## config.mk

```make
export PLATFORM = sky130hd
export DESIGN_NAME = ste_lmc1992
export DESIGN_NICKNAME = d
export VERILOG_FILES = /design/src/rtl/ste_lmc1992.sv
export SDC_FILE = /design/constraint.sdc
export NUM_CORES = 1
export LEC_CHECK = 0
export ABC_AREA = 1
export BUFFER_PORTS_ARGS = -buffer_cell sky130_fd_sc_hd__buf_2
export CORE_MARGIN = 3
export CORE_UTILIZATION = 60
export DETAILED_ROUTE_END_ITERATION = 16
export GPL_TIMING_DRIVEN = 0
export PLACE_DENSITY_LB_ADDON = 0.12
export SKIP_LAST_GASP = 1
export SYNTH_ARGS = -nofsm -noshare
export SYNTH_HDL_FRONTEND = slang
export SYNTH_SLANG_ARGS = --single-unit
```

## constraint.sdc

```tcl
create_clock -name clk32 -period 20.1 [get_ports clk32]
set_input_delay 4.02 -clock clk32 [delete_from_list [all_inputs] [get_ports clk32]]
set_output_delay 4.02 -clock clk32 [all_outputs]
set_load 0.05 [all_outputs]
```

## src/rtl/ste_lmc1992.sv

```systemverilog
// rtl/ste_lmc1992.sv - STE LMC1992 volume/mixer emulation: microwire decode, YM mix, attenuation
module ste_lmc1992 #(
  parameter int SAMPLE_DIV = 64
) (
  input  logic               clk32,
  input  logic               reset,
  input  logic               mw_stb,
  input  logic               mw_clk,
  input  logic               mw_data,
  input  logic               mw_done,
  input  logic [7:0]         dma_l,
  input  logic [7:0]         dma_r,
  input  logic [7:0]         ym_in,
  output logic signed [15:0] audio_l,
  output logic signed [15:0] audio_r,
  output logic               sample_valid,
  output logic [3:0]         bass,
  output logic [3:0]         treble
);

  localparam int DIV_W = $clog2(SAMPLE_DIV);

  typedef enum logic [2:0] {IDLE, GAIN, MUL_L, MUL_R, OUT} state_t;

  state_t state_q, state_d;

  logic [DIV_W-1:0] div_cnt;
  logic             tick;

  logic [10:0] shift_reg;
  logic [3:0]  bit_cnt;
  logic        done_d;
  logic        done_rise;
  logic        bit_take;
  logic [5:0]  cmd_data;

  logic [5:0] master;
  logic [4:0] vol_l;
  logic [4:0] vol_r;
  logic [1:0] mix;

  logic [7:0] hold_l, hold_r, hold_ym;
  logic [6:0] att_l, att_r;
  logic [6:0] q_l, q_r;
  logic [8:0] g_l, g_r;
  logic [1:0] mix_q;

  logic signed [7:0]  dl_s, dr_s, ym_s, y_s;
  logic signed [9:0]  s_l, s_r, mul_s;
  logic [8:0]         mul_g;
  logic [6:0]         mul_q;
  logic signed [17:0] mul_a, mul_b, prod;
  logic signed [15:0] mul_out;
  logic signed [15:0] res_l, res_r;

  // Fractional part of the 2 dB-per-step attenuation as a x/256 gain
  function automatic logic [8:0] gain_of(input logic [6:0] a);
    case (a % 7'd3)
      7'd0:    gain_of = 9'd256;
      7'd1:    gain_of = 9'd203;
      default: gain_of = 9'd161;
    endcase
  endfunction

  assign tick      = (div_cnt == DIV_W'(SAMPLE_DIV - 1));
  assign done_rise = mw_done & ~done_d;
  assign bit_take  = mw_stb & mw_clk;
  assign cmd_data  = shift_reg[5:0];

  // Free-running sample-rate divider
  always_ff @(posedge clk32) begin
    if (reset || tick) div_cnt <= '0;
    else               div_cnt <= div_cnt + DIV_W'(1);
  end

  // Microwire capture and command decode into the mixer/tone/volume registers
  always_ff @(posedge clk32) begin
    if (reset) begin
      shift_reg <= '0;
      bit_cnt   <= '0;
      done_d    <= 1'b0;
      master    <= 6'd40;
      vol_l     <= 5'd20;
      vol_r     <= 5'd20;
      mix       <= 2'b01;
      bass      <= 4'd6;
      treble    <= 4'd6;
    end else begin
      done_d <= mw_done;
      if (bit_take) shift_reg <= {shift_reg[9:0], mw_data};
      if (done_rise)                         bit_cnt <= '0;
      else if (bit_take && bit_cnt < 4'd12)  bit_cnt <= bit_cnt + 4'd1;
      if (done_rise && bit_cnt == 4'd11 && shift_reg[10:9] == 2'b10) begin
        case (shift_reg[8:6])
          3'b000: mix    <= cmd_data[1:0];
          3'b001: bass   <= (cmd_data[3:0] > 4'd12) ? 4'd12 : cmd_data[3:0];
          3'b010: treble <= (cmd_data[3:0] > 4'd12) ? 4'd12 : cmd_data[3:0];
          3'b011: master <= (cmd_data > 6'd40) ? 6'd40 : cmd_data;
          3'b100: vol_r  <= (cmd_data[4:0] > 5'd20) ? 5'd20 : cmd_data[4:0];
          3'b101: vol_l  <= (cmd_data[4:0] > 5'd20) ? 5'd20 : cmd_data[4:0];
          default: ;
        endcase
      end
    end
  end

  // Attenuation, mixed inputs and the shared multiplier for the current channel
  always_comb begin
    att_l = {1'b0, 6'd40 - master} + {2'b00, 5'd20 - vol_l};
    att_r = {1'b0, 6'd40 - master} + {2'b00, 5'd20 - vol_r};
    dl_s  = {~hold_l[7], hold_l[6:0]};
    dr_s  = {~hold_r[7], hold_r[6:0]};
    ym_s  = {~hold_ym[7], hold_ym[6:0]};
    case (mix_q)
      2'b01:   y_s = ym_s;
      2'b00:   y_s = ym_s >>> 2;
      default: y_s = '0;
    endcase
    s_l = $signed({{2{dl_s[7]}}, dl_s}) + $signed({{2{y_s[7]}}, y_s});
    s_r = $signed({{2{dr_s[7]}}, dr_s}) + $signed({{2{y_s[7]}}, y_s});
    mul_s = (state_q == MUL_R) ? s_r : s_l;
    mul_g = (state_q == MUL_R) ? g_r : g_l;
    mul_q = (state_q == MUL_R) ? q_r : q_l;
    mul_a = {{8{mul_s[9]}}, mul_s};
    mul_b = $signed({9'b0, mul_g});
    prod  = mul_a * mul_b;
    mul_out = (mul_q >= 7'd14) ? 16'sd0 : 16'(prod >>> (mul_q + 7'd2));
  end

  // Sample FSM state register
  always_ff @(posedge clk32) begin
    if (reset) state_q <= IDLE;
    else       state_q <= state_d;
  end

  // Sample FSM next state: one cycle per step once a tick is seen
  always_comb begin
    state_d = state_q;
    case (state_q)
      IDLE:    if (tick) state_d = GAIN;
      GAIN:    state_d = MUL_L;
      MUL_L:   state_d = MUL_R;
      MUL_R:   state_d = OUT;
      OUT:     state_d = IDLE;
      default: state_d = IDLE;
    endcase
  end

  // Sample datapath: input capture, gain latch, per-channel products, output write
  always_ff @(posedge clk32) begin
    if (reset) begin
      hold_l       <= 8'h80;
      hold_r       <= 8'h80;
      hold_ym      <= 8'h80;
      q_l          <= '0;
      q_r          <= '0;
      g_l          <= '0;
      g_r          <= '0;
      mix_q        <= 2'b01;
      res_l        <= '0;
      res_r        <= '0;
      audio_l      <= '0;
      audio_r      <= '0;
      sample_valid <= 1'b0;
    end else begin
      sample_valid <= 1'b0;
      case (state_q)
        IDLE: if (tick) begin
          hold_l  <= dma_l;
          hold_r  <= dma_r;
          hold_ym <= ym_in;
        end
        GAIN: begin
          q_l   <= att_l / 7'd3;
          q_r   <= att_r / 7'd3;
          g_l   <= gain_of(att_l);
          g_r   <= gain_of(att_r);
          mix_q <= mix;
        end
        MUL_L: res_l <= mul_out;
        MUL_R: res_r <= mul_out;
        OUT: begin
          audio_l      <= res_l;
          audio_r      <= res_r;
          sample_valid <= 1'b1;
        end
        default: ;
      endcase
    end
  end

endmodule

```

==> impl_results.md <==
* Outcome: finished clean
* Pre-antenna DRT Iters at 5
* Met2 WL at 13700 microns
* Pin count of the biggest net entering global routing at 17
* CTS Sinks at between 150 and 200
* Placer's final routability congestion estimate at 0.941
* Post-cts sizing count at 0
* Skew-Pair Late Insertion Delay at 0.43 ns
* Die Area at between 20000 and 25000 sq um
* WL/cell at 14.4 microns
* Critical Path RT at around 20 ns
* Post-DP HPWL at 22900 microns
* Setup TNS at 0 ns
* Cell Pwr Density at between 50 and 60 nW/um^2
* Sw Ratio at 0.227
* Post-synth top flop: dfxtp_1
* Routed wire length at 28700 microns
* HP Start: bass[0]
* Slew @ Worst Pin at 0.878 ns
* Clock buffer depth at 2
* Distinct cells, synth at 50
* Number of fill cells at 1660
* Complex-gate fraction of the synthesized area at 0.175
* Synth Warn # at 0
* Vias in the first global route at between 10000 and 15000
* Top Layer Used: met4
* CP max FO at 10
* Clock Root Buffer: clkbuf_16
* GRT Total Usage at 0.270
* Mux cell area share after synthesis at 0.00515
* RSZ-0062 raised after global routing: no
* Number of max-cap violations at 0
* Initial DRC Count at roughly 600
* Worst hold path class: flop to flop
* Setup Buffers After CTS at 0
* CTS H-tree lvls at 4
* Avg Inst Size Synth at 7.18 sq um
* Worst-path clk slew at 0.07 ns
* Core Rows at 50
* Largest family of logic cells by synthesized area: simple AND/OR/NAND/NOR gates
* DRC at 0
* F_max at ~100 MHz
* Post-DRT Antenna Nets at 0
* Origin of the worst setup path: state_q[1]
* WP data arrival at 10.06 ns
* Syn nets at between 1500 and 2000
* EDFF count, synth at 0
* Top cells by count, synth: nand2_1, nor2_1, inv_1
* Hold_buf cts at 0
* RR Startpoint: state_q[1]
* Fin crit share at 0.486
* Grt ovf at 0
* Die width at approximately 150 microns
* # setup viols final at 0
* Clk_skew at roughly 0.012 ns
* First-pass GRT wire length at around 48000 microns
* Comb power frac at 0.031
* Leading area contributor after synthesis: dfxtp_1
* I/O pin total at 71
* Tmin final at slightly below 10 ns
* WL met1 at 13100 microns
* Layout cell share with drive strength beyond 1 at 0.118
* Slowest CP cell: fa_1
* Seq pwr share at 0.497
* Initial Util at 0.617
* Via count at ~11000
* Leakage at 6.39 nW
* Post-Synth Adder-Cell Area at 0.175
* WS Path Type: flop to flop
* Core Box Area at 18900 sq um
* Mapped Cells at approximately 1600
* Vias per std cell at 5.44
* Synth top area cells: dfxtp_1, ha_1, nand2_1
* WHS at between 0.4 and 0.5 ns
* Final count of hold timing violations at 0
* CP endpoint kind: flop
* Seq/Total Area, Yosys at 0.278
* Die Y at about 150 microns
* CTS Buf Count at 17
* Mapped cell area at 11700 sq um
* Input/output buffers at 69
* Normalized max-slew margin at 0.411
* Post-Synth Simple-Gate Area at 0.242
* Xor-xnor portion of the synthesized cell area at 0.0365
* WL met3 at around 1300 microns
* Net Sw Power at 0.000148 W
* Final layout net count at around 1900
* Synth async-reset ratio at 0
* P_int at 0.000506 W
* Antenna violations before repair at 2
* Yosys reg bits at 162
* Startpoint type of the worst setup path: flop
* Clock share of power at 0.472
* Max stage delay on crit path at around 0.54 ns
* Pins Over Slew Limit at 0
* Synth top area share at 0.278
* TritonCTS clock tree: yes
* Peak VDD IR at ~0.000072 V
* Cell with the most instances after synthesis: nand2_1
* P&R area growth vs syn at 10.6%
[power groups by stage]
| stage | clock, W | sequential, W | combinational, W |
|---|---|---|---|
| 2_1_floorplan | 0 | 0.000332 | 0.0000112 |
| 3_3_place_gp | 0 | 0.000332 | 0.0000194 |
| 3_5_place_dp | 0 | 0.000332 | 0.0000197 |
| 4_1_cts | 0.000310 | 0.000325 | 0.0000199 |
| 5_1_grt | 0.000325 | 0.000325 | 0.0000228 |
| 6_report | 0.000309 | 0.000325 | 0.0000201 |
[critical path: cells and delay by family (launching register included)]
family | cells | cell delay (ns)
xor+xnor | 1 | 0.53
simple gates | 14 | 2.35
fa+ha+maj | 8 | 3.39
flops | 1 | 0.38
buf+inv | 10 | 1.32
compound gates | 9 | 1.64
[routing by layer]
layer	global-route usage	vias to the layer above
met5	0	-
met4	0.0722	0
met3	0.0427	41
met2	0.460	256
met1	0.360	5028
li1	-	5481
[cells by family after synthesis]
group                    Yosys count
AND/OR/NAND/NOR                  634
AO/OA/AOI/OAI                    375
buffers and inverters            269
flip-flops                       162
adder cells (fa/ha/maj)          135
XOR/XNOR                          43
multiplexers                       6
[cell usage in the layout (no fill, tap or decap), types with 15 or more instances in the layout]
master / synthesis / final
nand2_1: 269 / 269
nor2_1: 200 / 200
inv_1: 196 / 196
o21ai_0: 190 / 190
dfxtp_1: 162 / 162
a21oi_1: 111 / 111
ha_1: 88 / 88
nand3_1: 75 / 75
buf_2: 5 / 74
clkbuf_1: 47 / 48
fa_1: 47 / 47
nand2_2: 23 / 23
xor2_1: 23 / 23
o21ai_1: 22 / 22
clkbuf_16: 0 / 17
inv_2: 15 / 15
xnor2_1: 15 / 15
[worst paths after layout]
kind	endpoint	slack (ns)	depth (start not counted)
setup / recovery	res_r[10]	10.32	42
hold / removal	bass[0]	0.45	2
setup reg to reg	res_r[10]	10.32	42
hold reg to reg	bass[0]	0.45	2
[final cells by class]
cell class / instances / area, sq um / area share
inverter: 214 / 803 / 0.0623
timing repair buffer: 69 / 345 / 0.0268
sequential: 162 / 3240 / 0.252
tap: 260 / 325 / 0.0252
antenna: 3 / 7.51 / 0.000582
clock inverter: 11 / 104 / 0.00806
buffer: 55 / 213 / 0.0165
clock buffer: 20 / 457 / 0.0354
multi-input combinational: 1193 / 7390 / 0.574
[per-stage QoR]
| stage | setup WS [ns] | area, sq um | utilization | instances | power, W |
|---|---|---|---|---|---|
| after floorplan | 12.32 | 11700 | - | 1624 | 0.000343 |
| after detailed placement | 10.49 | 12300 | 0.652 | 1953 | 0.000352 |
| after global placement | 10.64 | 12300 | 0.652 | 1953 | 0.000352 |
| after CTS | 10.43 | 12900 | 0.682 | 1984 | 0.000655 |
| final | 10.32 | 12900 | 0.682 | 1987 | 0.000654 |
| after global routing | 9.59 | 12900 | 0.682 | 1986 | 0.000673 |
(Power assumes the default switching activity.)
